File: config.mk
export PLATFORM = sky130hd
export DESIGN_NAME = mips32r2_tlb_probe_engine
export DESIGN_NICKNAME = d
export VERILOG_FILES = /design/src/rtl/mips32r2_tlb_probe_pkg.sv /design/src/rtl/mips32r2_tlb_group_match.sv /design/src/rtl/mips32r2_tlb_probe_engine.sv
export SDC_FILE = /design/constraint.sdc
export NUM_CORES = 1
export LEC_CHECK = 0
export ABC_AREA = 1
export BUFFER_PORTS_ARGS = -buffer_cell sky130_fd_sc_hd__buf_2
export CORE_ASPECT_RATIO = 0.8
export CORE_MARGIN = 4
export CORE_UTILIZATION = 30
export DETAILED_ROUTE_END_ITERATION = 12
export MAX_ROUTING_LAYER = met4
export SLEW_MARGIN = 20
export SYNTH_ARGS = -nofsm -noshare
export SYNTH_HDL_FRONTEND = slang
export SYNTH_HIERARCHICAL = 1
export SYNTH_SLANG_ARGS = --single-unit
File: constraint.sdc
create_clock -name clock -period 3.85 [get_ports clock]
set_input_delay 0.385 -clock clock [delete_from_list [all_inputs] [get_ports clock]]
set_output_delay 0.385 -clock clock [all_outputs]
set_load 0.02 [all_outputs]
File: src/rtl/mips32r2_tlb_probe_pkg.sv
// Shared types for the MIPS32r2 TLB probe engine.
// Compare slice layout, FSM states and the per-entry match rule.
package mips32r2_tlb_probe_pkg;

  localparam int TLB_CMP_W = 44;

  typedef struct packed {
    logic [18:0] vpn2;
    logic [15:0] mask;
    logic [7:0]  asid;
    logic        g;
  } TLBCmpSlice;

  typedef enum logic [1:0] {
    IDLE,
    SCAN,
    RESP
  } state_e;

  // PageMask widens the ignored VPN2 bits; global entries ignore ASID.
  function automatic logic slice_match(
    input TLBCmpSlice  s,
    input logic [18:0] key_vpn2,
    input logic [7:0]  key_asid
  );
    logic vpn_ok;
    vpn_ok = ((s.vpn2 ^ key_vpn2) & ~{3'b000, s.mask}) == 19'd0;
    return vpn_ok && (s.g || (s.asid == key_asid));
  endfunction

endpackage

File: src/rtl/mips32r2_tlb_group_match.sv
// Compares one group of TLB slices against a probe key.
// The lowest matching slot wins.
module mips32r2_tlb_group_match
  import mips32r2_tlb_probe_pkg::*;
#(
  parameter int GROUP_SIZE = 4,
  parameter int SLOT_W     = 2
) (
  input  logic [GROUP_SIZE*TLB_CMP_W-1:0] slices,
  input  logic [18:0]                     key_vpn2,
  input  logic [7:0]                      key_asid,
  output logic                            hit,
  output logic [SLOT_W-1:0]               slot
);

  always_comb begin
    hit  = 1'b0;
    slot = '0;
    for (int s = GROUP_SIZE - 1; s >= 0; s--) begin
      if (slice_match(TLBCmpSlice'(slices[s*TLB_CMP_W +: TLB_CMP_W]),
                      key_vpn2, key_asid)) begin
        hit  = 1'b1;
        slot = SLOT_W'(s);
      end
    end
  end

endmodule

File: src/rtl/mips32r2_tlb_probe_engine.sv
// Round-robin multi-channel TLB probe engine.
// Group-serial search with early hit exit and deterministic miss.
module mips32r2_tlb_probe_engine
  import mips32r2_tlb_probe_pkg::*;
#(
  parameter  int NUM_ENTRIES  = 64,
  parameter  int GROUP_SIZE   = 4,
  parameter  int NUM_CHANNELS = 3,
  localparam int NUM_GROUPS   = NUM_ENTRIES / GROUP_SIZE,
  localparam int IDX_W        = $clog2(NUM_ENTRIES),
  localparam int CH_W         = (NUM_CHANNELS > 1) ? $clog2(NUM_CHANNELS) : 1,
  localparam int GI_W         = (NUM_GROUPS > 1) ? $clog2(NUM_GROUPS) : 1,
  localparam int SLOT_W       = (GROUP_SIZE > 1) ? $clog2(GROUP_SIZE) : 1
) (
  input  logic                            clock,
  input  logic                            reset,
  input  logic [NUM_CHANNELS-1:0]         req_valid,
  input  logic [NUM_CHANNELS*19-1:0]      req_ivpn2,
  input  logic [NUM_CHANNELS*8-1:0]       req_asid,
  output logic [NUM_CHANNELS-1:0]         resp_valid,
  output logic                            resp_hit,
  output logic [IDX_W-1:0]                resp_index,
  output logic                            grp_rd_en,
  output logic [GI_W-1:0]                 grp_rd_index,
  input  logic [GROUP_SIZE*TLB_CMP_W-1:0] grp_rd_data,
  input  logic                            w_valid
);

  localparam int RP_W = GI_W + 1;

  state_e            state;
  logic [CH_W-1:0]   owner;
  logic [CH_W-1:0]   rr;
  logic [CH_W-1:0]   grant_ch;
  logic [CH_W-1:0]   next_rr;
  logic              grant_any;
  logic [18:0]       key_vpn2;
  logic [7:0]        key_asid;
  logic [RP_W-1:0]   rd_ptr;
  logic [GI_W-1:0]   cmp_ptr;
  logic              cmp_valid;
  logic              owner_valid;
  logic              scan_issue;
  logic              last_grp;
  logic              m_hit;
  logic [SLOT_W-1:0] m_slot;
  logic [IDX_W-1:0]  hit_idx;

  // Descending scan so the smallest offset from rr wins.
  always_comb begin
    int c;
    c         = 0;
    grant_any = 1'b0;
    grant_ch  = '0;
    for (int i = NUM_CHANNELS - 1; i >= 0; i--) begin
      c = (int'(rr) + i) % NUM_CHANNELS;
      if (req_valid[c]) begin
        grant_any = 1'b1;
        grant_ch  = CH_W'(c);
      end
    end
  end

  assign next_rr = (owner == CH_W'(NUM_CHANNELS - 1)) ? '0 : owner + 1'b1;

  assign owner_valid = req_valid[owner];
  assign last_grp    = cmp_ptr == GI_W'(NUM_GROUPS - 1);
  assign scan_issue  = (state == SCAN) && owner_valid && !w_valid &&
                       (rd_ptr < RP_W'(NUM_GROUPS));

  assign grp_rd_en    = !reset &&
                        (((state == IDLE) && grant_any) || scan_issue);
  assign grp_rd_index = (!reset && scan_issue) ? rd_ptr[GI_W-1:0] : '0;

  mips32r2_tlb_group_match #(
    .GROUP_SIZE (GROUP_SIZE),
    .SLOT_W     (SLOT_W)
  ) u_match (
    .slices   (grp_rd_data),
    .key_vpn2 (key_vpn2),
    .key_asid (key_asid),
    .hit      (m_hit),
    .slot     (m_slot)
  );

  assign hit_idx = IDX_W'(cmp_ptr) * IDX_W'(GROUP_SIZE) + IDX_W'(m_slot);

  always_ff @(posedge clock or posedge reset) begin
    if (reset) begin
      state      <= IDLE;
      owner      <= '0;
      rr         <= '0;
      key_vpn2   <= '0;
      key_asid   <= '0;
      rd_ptr     <= '0;
      cmp_ptr    <= '0;
      cmp_valid  <= 1'b0;
      resp_valid <= '0;
      resp_hit   <= 1'b0;
      resp_index <= '0;
    end else begin
      resp_valid <= '0;
      resp_hit   <= 1'b0;
      resp_index <= '0;
      unique case (state)
        IDLE: begin
          if (grant_any) begin
            owner    <= grant_ch;
            key_vpn2 <= req_ivpn2[int'(grant_ch)*19 +: 19];
            key_asid <= req_asid[int'(grant_ch)*8 +: 8];
            cmp_ptr  <= '0;
            state    <= SCAN;
            // A write in the grant cycle makes group 0's read stale.
            if (w_valid) begin
              rd_ptr    <= '0;
              cmp_valid <= 1'b0;
            end else begin
              rd_ptr    <= RP_W'(1);
              cmp_valid <= 1'b1;
            end
          end
        end
        SCAN: begin
          if (!owner_valid) begin
            state <= IDLE;
            rr    <= next_rr;
          end else if (w_valid) begin
            rd_ptr    <= '0;
            cmp_valid <= 1'b0;
          end else if (cmp_valid && (m_hit || last_grp)) begin
            resp_valid <= NUM_CHANNELS'(1) << owner;
            resp_hit   <= m_hit;
            resp_index <= m_hit ? hit_idx : '0;
            state      <= RESP;
          end else begin
            cmp_valid <= scan_issue;
            cmp_ptr   <= rd_ptr[GI_W-1:0];
            if (scan_issue) rd_ptr <= rd_ptr + 1'b1;
          end
        end
        RESP: begin
          state <= IDLE;
          rr    <= next_rr;
        end
        default: state <= IDLE;
      endcase
    end
  end

endmodule

==> flow_metrics.env <==
export IMPL_status="finished clean"
export IMPL_wl_per_cell_um=13.66
export IMPL_holdCritPathClass="input pin to async pin"
export IMPL_fin_crit_sh=0.8061
export IMPL_synth_cell_types=32
export IMPL_async_flop_share=1.000
export IMPL_cellLeakagePower_uw=0.004097
export IMPL_nNetsFinal=1454
export IMPL_grt_antenna_before_repair=0
export IMPL_synthTopCellsByCount="263 x nand2_1, 167 x nor2_1, 148 x inv_1, 77 x nand3_1, 66 x a21oi_1"
export IMPL_synthXorXnorAreaFrac=0.06945
export IMPL_slew_headroom=0.4594
export IMPL_place_ws_ns=0.9833
export IMPL_postPlaceCellArea_sq_mm=0.006799
export IMPL_synth_ff_type="dfrtp_1"
export IMPL_grt_overflow=0
export IMPL_synth_warnings=6
export IMPL_n_fill_cell=1944
export IMPL_setup_violations=0
export IMPL_die_h_um=126.8
export IMPL_clock_path_buffers=2
export IMPL_htree_levels=2
export IMPL_rsz0062_at_grt="false"
export IMPL_yosys_top_cells_area="dfrtp_1 25%, nand2_1 19%, nor2_1 12%"
export IMPL_io_pins=278
export IMPL_synth_most_common_cell="nand2_1"
export IMPL_hold_ws_ns=0.2934
export IMPL_p_per_area_mw_per_mm2=622.4
export IMPL_skew_ns=0.01264
export IMPL_cts_sinks=53
export IMPL_die_area_sq_mm=0.01986
export IMPL_synth_compound_area_frac=0.09095
export IMPL_synth_nets=1202
export IMPL_syn_mean_instance_area_sq_um=5.658
export IMPL_ys_seq_area_frac=0.2504
export IMPL_max_freq_ghz=0.3222
export IMPL_syn_cell_area_sq_mm=0.005296
export IMPL_grt_pass1_vias=5815
export IMPL_drc=0
export IMPL_hold_viol=0
export IMPL_place_hpwl_um=16130
export IMPL_synth_simple_area_share=0.4292
export IMPL_fin_setup_tns_ns=0
export IMPL_drive_gt1_frac=0.2691
export IMPL_ir_drop_mv=0.5245
export IMPL_drv_cap=0
export IMPL_synth_fa_ha_area_frac=0.007087
export IMPL_ys_seq_elements=53
export IMPL_cts_setup_buffers=0
export IMPL_syn_inst=936
export IMPL_synthMuxAreaShare=0
export IMPL_die_w_um=156.6
export IMPL_cts_root_buf="clkbuf_16"
export IMPL_drt_iter0_drc=355
export IMPL_drt_pass1_iter_count=5
export IMPL_grt_usage=0.1898
export IMPL_clk_pin_slew_ns=0.08
export IMPL_n_antenna_cell=0
export IMPL_rows=43
export IMPL_cts_buffers=5
export IMPL_area_growth_pct=31.30
export IMPL_via_count=6232
export IMPL_cp_arrival_ns=2.72
export IMPL_crit_fanout=22
export IMPL_routed_wl_um=19310
export IMPL_gp_congestion=0.8684
export IMPL_period_minus_slack_ns=3.104
export IMPL_cts_tree="built"
export IMPL_crit_required_ns=3.46
export IMPL_drt_vias_per_instance=4.407
export IMPL_hold_buffers=0
export IMPL_ant_nets=0
export IMPL_yosysTopAreaCell="dfrtp_1"
export IMPL_initial_core_util=0.3057
export IMPL_numPortBuffers=277
export IMPL_core_sq_mm=0.01732
export IMPL_grt_pass1_wl_um=29320
export IMPL_post_cts_resized=0
export IMPL_synth_top_area_share=0.2504
export IMPL_start_kind="flip-flop"
export IMPL_synth_edf_count=0
export IMPL_fin_area_sq_mm=0.006954
export IMPL_clock_latency_ns=0.29
export IMPL_grt_max_degree=54
export IMPL_end_kind="output port"
export IMPL_synth_top_family_by_area="simple AND/OR/NAND/NOR gates"
export IMPL_worst_slack_ns=0.7464
export IMPL_finalMaxSlewViolations=0
export IMPL_worst_slew_pin_transition_ns=0.8080
export IMPL_final_util=0.4014
export IMPL_path_class="flip-flop to output port"
==> layout by cell type, fill, tap and decap left out, drive strengths merged, types with 2 or more instances in the layout <==
cell    netlist  layout
nand3b        6       6
or2          11      11
a21oi        66      66
ha            3       3
xor2          2       2
nor4          2       2
xnor2        40      40
clkbuf        6       6
nand2       268     268
buf          31     282
dfrtp        53      53
o21ai        25      25
nand4         4       4
nor3          5       5
nand3        79      79
nor2        171     171
inv         160     161
==> per-stage QoR <==
step                      total power, uW  instances
after floorplan                      3211        936
after global placement               3846       1406
after detailed placement             3894       1406
after CTS                            4378       1414
after global routing                 4811       1414
final                                4328       1414
==> metal layers <==
metal  vias up  track usage  part of all wire  wire length [um]
met1      2715       0.2559              0.47              9068
met3         6      0.02149             0.056              1089
met4         0      0.01684            0.0039                75
li1       3337            -                 -                 -
met2       174       0.3201              0.47              9080
met5         -            -                 0                 0
==> worst max-delay path, stage by stage, from the launching register on <==
cell and delay [ns]:
dfrtp_1 0.35, inv_1 0.06, ha_1 0.34, inv_2 0.10, nand2_1 0.07, nand2_1 0.06, nor2_1 0.04, nor2_1 0.11
nand3_2 0.43, nand2_2 0.56, o21ai_0 0.13, buf_2 0.18
==> kinds of logic (layout without fill, tap and decap cells) <==
kind of cell               count (synthesis)  after routing
DFF                                       53             53
and+or+nand+nor                          547            547
AOI/OAI and AO/OA                         93             93
buffers and inverters                    198            451
adders and majority gates                  3              3
xor gates and xnor gates                  42             42
==> sequential cells by signal (all words and copies together) (netlist names), 3 cells and up <==
name	cells
resp_index	6
resp_valid	3
rd_ptr	5
key_vpn2	19
cmp_ptr	4
key_asid	8
==> final timing paths <==
check | depth (start not counted) | end | from | slack [ns]
worst max-delay path | 11 | grp_rd_en | rr[0] | 0.75
worst min-delay path | 3 | resp_valid[0] | reset | 0.29
worst max register to register | 13 | key_vpn2[3] | rr[0] | 1.02
worst min register to register | 2 | rd_ptr[4] | rd_ptr[4] | 0.49
max in group asynchronous | 3 | key_vpn2[1] | reset | 3.08
min in group clock | 4 | key_vpn2[7] | req_ivpn2[26] | 0.39
==> final cells by class <==
cell class / count / area [sq um] / share of cell area
Inverter: 161 / 604.3 / 0.08690
Clock inverter: 2 / 16.27 / 0.002339
Tap cell: 225 / 281.5 / 0.04048
Sequential cell: 53 / 1326 / 0.1907
Multi-Input combinational cell: 685 / 3163 / 0.4548
Clock buffer: 6 / 138.9 / 0.01997
Timing Repair Buffer: 282 / 1424 / 0.2048
==> power breakdown <==
group / total [uW] / internal (uW) / switching [uW]
sequential: 1220 / 760 / 455
combinational: 2630 / 1010 / 1630
clock: 479 / 262 / 217
Note: power is estimated with default switching activity, not from simulation.
